### src/rtl/fixed_to_float.sv
// Iterative signed Q1.31 to IEEE-754 single converter for the cosine accelerator back end.
// Normalises one bit per enabled cycle, then rounds to nearest-even and pulses done.
module fixed_to_float #(
  parameter int FRAC_BITS = 31
) (
  input  logic        clock,
  input  logic        aclr_n,
  input  logic        clk_en,
  input  logic        start,
  input  logic [31:0] dataa,
  output logic [31:0] result,
  output logic        done,
  output logic        busy
);

  localparam int MSB = FRAC_BITS - 1;

  typedef enum logic [1:0] {
    IDLE,
    NORM,
    ROUND,
    DONE
  } state_t;

  state_t         state_q;
  state_t         state_d;
  logic           sign_q;
  logic           special_q;
  logic [MSB:0]   mag_q;
  logic [4:0]     k_q;
  logic [31:0]    result_q;
  logic           done_q;

  logic [MSB:0]   abs_mag;
  logic [7:0]     exp_base;
  logic [22:0]    mant;
  logic           guard_bit;
  logic           sticky_bit;
  logic           round_up;
  logic [23:0]    mant_sum;
  logic [7:0]     exp_out;
  logic [31:0]    packed_out;

  // Two's-complement magnitude kept to 31 bits; -1.0 wraps to zero and is caught as special.
  assign abs_mag = dataa[31] ? (~dataa[MSB:0] + 1'b1) : dataa[MSB:0];

  assign exp_base   = 8'd126 - {3'b000, k_q};
  assign mant       = mag_q[MSB-1 -: 23];
  assign guard_bit  = mag_q[MSB-24];
  assign sticky_bit = |mag_q[MSB-25:0];
  assign round_up   = guard_bit & (sticky_bit | mant[0]);
  assign mant_sum   = {1'b0, mant} + {23'd0, round_up};
  assign exp_out    = exp_base + {7'd0, mant_sum[23]};

  always_comb begin
    packed_out = {sign_q, exp_out, mant_sum[22:0]};
    if (special_q)
      packed_out = sign_q ? 32'hBF80_0000 : 32'h0000_0000;
  end

  // Specials still pass through NORM for one cycle so every conversion takes at least two edges.
  always_comb begin
    state_d = state_q;
    case (state_q)
      IDLE:    if (start) state_d = NORM;
      NORM:    if (special_q || mag_q[MSB]) state_d = ROUND;
      ROUND:   state_d = DONE;
      DONE:    state_d = IDLE;
      default: state_d = IDLE;
    endcase
  end

  always_ff @(posedge clock or negedge aclr_n) begin
    if (!aclr_n) begin
      state_q   <= IDLE;
      sign_q    <= 1'b0;
      special_q <= 1'b0;
      mag_q     <= '0;
      k_q       <= 5'd0;
      result_q  <= 32'd0;
      done_q    <= 1'b0;
    end else if (clk_en) begin
      state_q <= state_d;
      done_q  <= (state_q == ROUND);
      case (state_q)
        IDLE: begin
          if (start) begin
            sign_q    <= dataa[31];
            special_q <= (dataa[MSB:0] == '0);
            mag_q     <= abs_mag;
            k_q       <= 5'd0;
          end
        end
        NORM: begin
          if (!special_q && !mag_q[MSB]) begin
            mag_q <= {mag_q[MSB-1:0], 1'b0};
            k_q   <= k_q + 5'd1;
          end
        end
        ROUND:   result_q <= packed_out;
        default: ;
      endcase
    end
  end

  assign result = result_q;
  assign done   = done_q;
  assign busy   = (state_q == NORM) || (state_q == ROUND);

endmodule

### config.mk
export PLATFORM = sky130hd
export DESIGN_NAME = fixed_to_float
export DESIGN_NICKNAME = d
export VERILOG_FILES = /design/src/rtl/fixed_to_float.sv
export SDC_FILE = /design/constraint.sdc
export NUM_CORES = 1
export LEC_CHECK = 0
export ABC_AREA = 0
export ABC_CLOCK_PERIOD_IN_PS = 2300
export CAP_MARGIN = 20
export CORE_MARGIN = 3
export CORE_UTILIZATION = 56
export CTS_BUF_LIST = sky130_fd_sc_hd__clkbuf_4 sky130_fd_sc_hd__clkbuf_8
export CTS_CLUSTER_SIZE = 28
export DETAILED_ROUTE_END_ITERATION = 7
export GPL_ROUTABILITY_DRIVEN = 1
export PLACE_DENSITY = 0.83
export SETUP_SLACK_MARGIN = 0.05
export SLEW_MARGIN = 20
export SYNTH_ARGS = -nofsm -noshare
export SYNTH_HDL_FRONTEND = slang
export SYNTH_SLANG_ARGS = --single-unit
### constraint.sdc
create_clock -name clock -period 2.3 [get_ports clock]
set_input_delay 0.46 -clock clock [delete_from_list [all_inputs] [get_ports clock]]
set_output_delay 0.46 -clock clock [all_outputs]
set_load 0.01 [all_outputs]
==> summary.txt <==
Pwr
  – Sw frac: 37.6%
  – Cell Pwr Density: 1130 nW/um^2
  – Gate power share: 46.5%
  – Psw: 2560 uW
  – Clock power frac: 19.5%
  – Power Total: 6800 uW
  – Worst VDD drop: 0.000694 V
  – Cell Int Power: 4240 uW
  – Leak pwr: 0.00258 uW
  – Seq pwr share: 34.0%

Cells and area
  – # diodes: 0
  – Fillers: 469
  – Proportion of layout cells with a drive suffix above 1: 19.3%
  – Area growth syn-to-layout: 37.4%
  – Final Util: 81.0%
  – Cell Count, Final, Fillers Out: 722
  – Final nets: 663

Placed design
  – RD Place Congestion: 0.893
  – HPWL after DPL: 8.54 mm
  – Dpl cells: 703
  – Port bufs: 68

Worst setup path
  – Critical Path RT: 2.53 ns
  – CP startpoint kind: input port
  – Kind of critical path: in -> reg
  – Critical path endpoint category: flop
  – Crit path max fanout: 7
  – Flop2flop setup slack: 0.14 ns
  – Worst Path Arrival: 2.46 ns

Global route
  – First-pass GRT wire length: 19.4 mm
  – Largest net degree at the start of global routing: 56
  – Overflow after GRT: 0
  – M3 GR Usage: 6.61%
  – Number of global-route vias before repair: 4094
  – Top Usage Layer GRT: met2
  – Initial antenna violation count: 0
  – Met2 Use GR: 43.9%
  – Gr usage total: 27.5%
  – Grt met1 use: 37.2%

Timing
  – Worst Clk Skew: 0.0116 ns
  – Fin Hold WS: 0.0842 ns
  – Final hold violations: 0
  – Worst-margin pin slew: 0.530 ns
  – Setup_tns: 0 ns
  – RSZ-0062 raised after global routing: true
  – Slew Limit Fails: 0
  – Fin crit share: 97.0%
  – Fin crit period: 2.23 ns
  – # setup viols final: 0
  – Max Freq: 0.448 GHz
  – Slew margin rel.: 64.7%

Flow run
  – Max Cap Viol: 0

Floorplanning
  – Die area: 8940 sq um
  – Initial Util: 59.0%
  – Core ar.: 7450 sq um
  – I/O pins: 70
  – Die W: 94.6 um
  – Row cnt: 31
  – Die height: 94.6 um

Synth
  – Async SR Flop Fraction: 100%
  – Register area share after synthesis: 41.0%
  – Prevailing post-synth register cell: dfrtp_1
  – Syn nets: 549
  – Post-synth cell types: 53
  – Ys Warns: 0
  – Leading area contributor after synthesis: dfrtp_1
  – Synthesized area: 4390 sq um
  – Main area contributors after synthesis: dfrtp_1 41%, nand2_1 5.7%, xnor2_1 5.6%, o21ai_0 4.6%, xor2_1 3.6%
  – Cells after Synth: 505
  – Share of the synthesized area in the top cell type: 41.0%
  – Syn_area_per_cell: 8.70 sq um
  – Seq cells post-synth: 72
  – EDFF count, synth: 0

Detailed routing
  – DRC: 0
  – ANT nets after route: 0
  – Routed via count: 4352
  – Vias per Instance: 6.03
  – Detailed Routing Iterations Pass 1: 5
  – Routed WL per cell: 16.8 um
  – Final WL: 12.1 mm
  – Initial DRC count: 367

CTS
  – CTS Hold Bufs: 0
  – CTS tree: built
  – CTS root buf: clkbuf_8
  – H-tree level count: 3
  – Clk_lat worst skew: 0.35 ns
  – CTS Buffer Depth: 2
  – Num CTS Buffers: 9
  – Worst-path clk slew: 0.08 ns
  – Clk sink count: 72

Min path
  – Worst hold-check path type: in -> async

Run status
  – Status: finished clean
-- cell usage after synthesis, drive strengths merged, types with 6 or more instances --
master / number
ha: 8
clkbuf: 26
nor3: 17
inv: 11
buf: 8
nor2: 32
xor2: 18
xnor2: 28
dfrtp: 72
o31ai: 15
or4: 7
o22ai: 8
mux2i: 8
o21ai: 40
o41ai: 8
nand4: 6
a21oi: 22
or2: 6
a31oi: 6
nand2: 67
nand3: 18
-- path summary, 6_finish.rpt --
path	startpoint	end	cells after the start
hold / removal	aclr_n	result[31]	1
setup reg to reg	mag_q[7]	result[27]	11
min in group clock	result[27]	result[27]	2
max in group asynchronous	aclr_n	mag_q[7]	2
hold reg to reg	result[27]	result[27]	2
setup / recovery	dataa[17]	mag_q[27]	6
-- cell families after synthesis --
| kind of cell | count (synthesis) | synth area share [%] |
|---|---|---|
| fa+ha+maj | 8 | 2.28 |
| xor+xnor | 46 | 9.17 |
| flops | 72 | 41.0 |
| buf+inv | 45 | 3.99 |
| other cells | 1 | 0.0854 |
| mux | 12 | 2.85 |
| compound gates | 129 | 19.0 |
| simple gates | 192 | 21.6 |
-- flip-flops by register name, summed over array words and instances, names as in the netlist --
| signal | count |
|---|---|
| result | 31 |
| state_q | 2 |
| done | 1 |
| k_q | 5 |
| sign_q | 1 |
| special_q | 1 |
| mag_q | 31 |
-- metrics by stage --
| stage | setup slack [ns] | cell area, sq um |
|---|---|---|
| after floorplan | -0.0347 | 4420 |
| after global placement | -0.450 | 5600 |
| after detailed placement | -0.524 | 5600 |
| after CTS | 0.0474 | 5920 |
| after global routing | -0.00264 | 6030 |
| final | 0.0687 | 6030 |
-- repair_timing --
item	CTS	global route
gates resized for setup	19	20
endpoints found under the hold margin	0	0
pin swaps	9	14
setup endpoints to repair	13	16
buffers inserted	2	2
-- routing by layer --
metal	vias to the layer above	share of wire, %
met2	201	48
li1	2052	-
met1	2064	43
met5	-	0
met4	0	2.5
met3	35	7.1
-- power by group through the flow --
stage | logic (uW) | registers [uW] | clock network [uW]
floorplan | 1590 | 2400 | 0
global placement | 2960 | 2280 | 0
detailed placement | 3100 | 2320 | 0
CTS | 3140 | 2300 | 1330
global route | 3490 | 2390 | 1400
finish | 3170 | 2310 | 1320
-- final cells by class --
class | instances | area (sq um) | area share [%]
multi-input cells | 388 | 2570 | 42.6
flip-flops and latches | 72 | 1800 | 29.9
repair buffers | 137 | 1230 | 20.4
clock buffers | 10 | 138 | 2.28
clock inverters | 5 | 129 | 2.14
well taps | 99 | 124 | 2.05
inverters | 11 | 41.3 | 0.684
-- cells in the final DEF, fill, tap and decap left out, drive strengths merged, types with 6 or more instances in the layout --
cell and count:
inv 11, or4 7, o31ai 15, or2 6, a31oi 6, xor2 18
dlygate4sd2 9, o22ai 8, clkdlybuf4s50 56, clkbuf 10, buf 70, ha 8
nand3 18, o41ai 8, nor3 17, nand2 67, nor2 32, mux2i 8
a21oi 22, xnor2 28, nand4 6, o21ai 40, dfrtp 72
-- critical path, cell delays in order --
cell and delay, ns:
clkdlybuf4s50_1 0.41, or4_4 0.57, or2_4 0.33, o41ai_2 0.37
xor2_1 0.22, a21oi_1 0.10
Power figures use the tool's default switching activity.
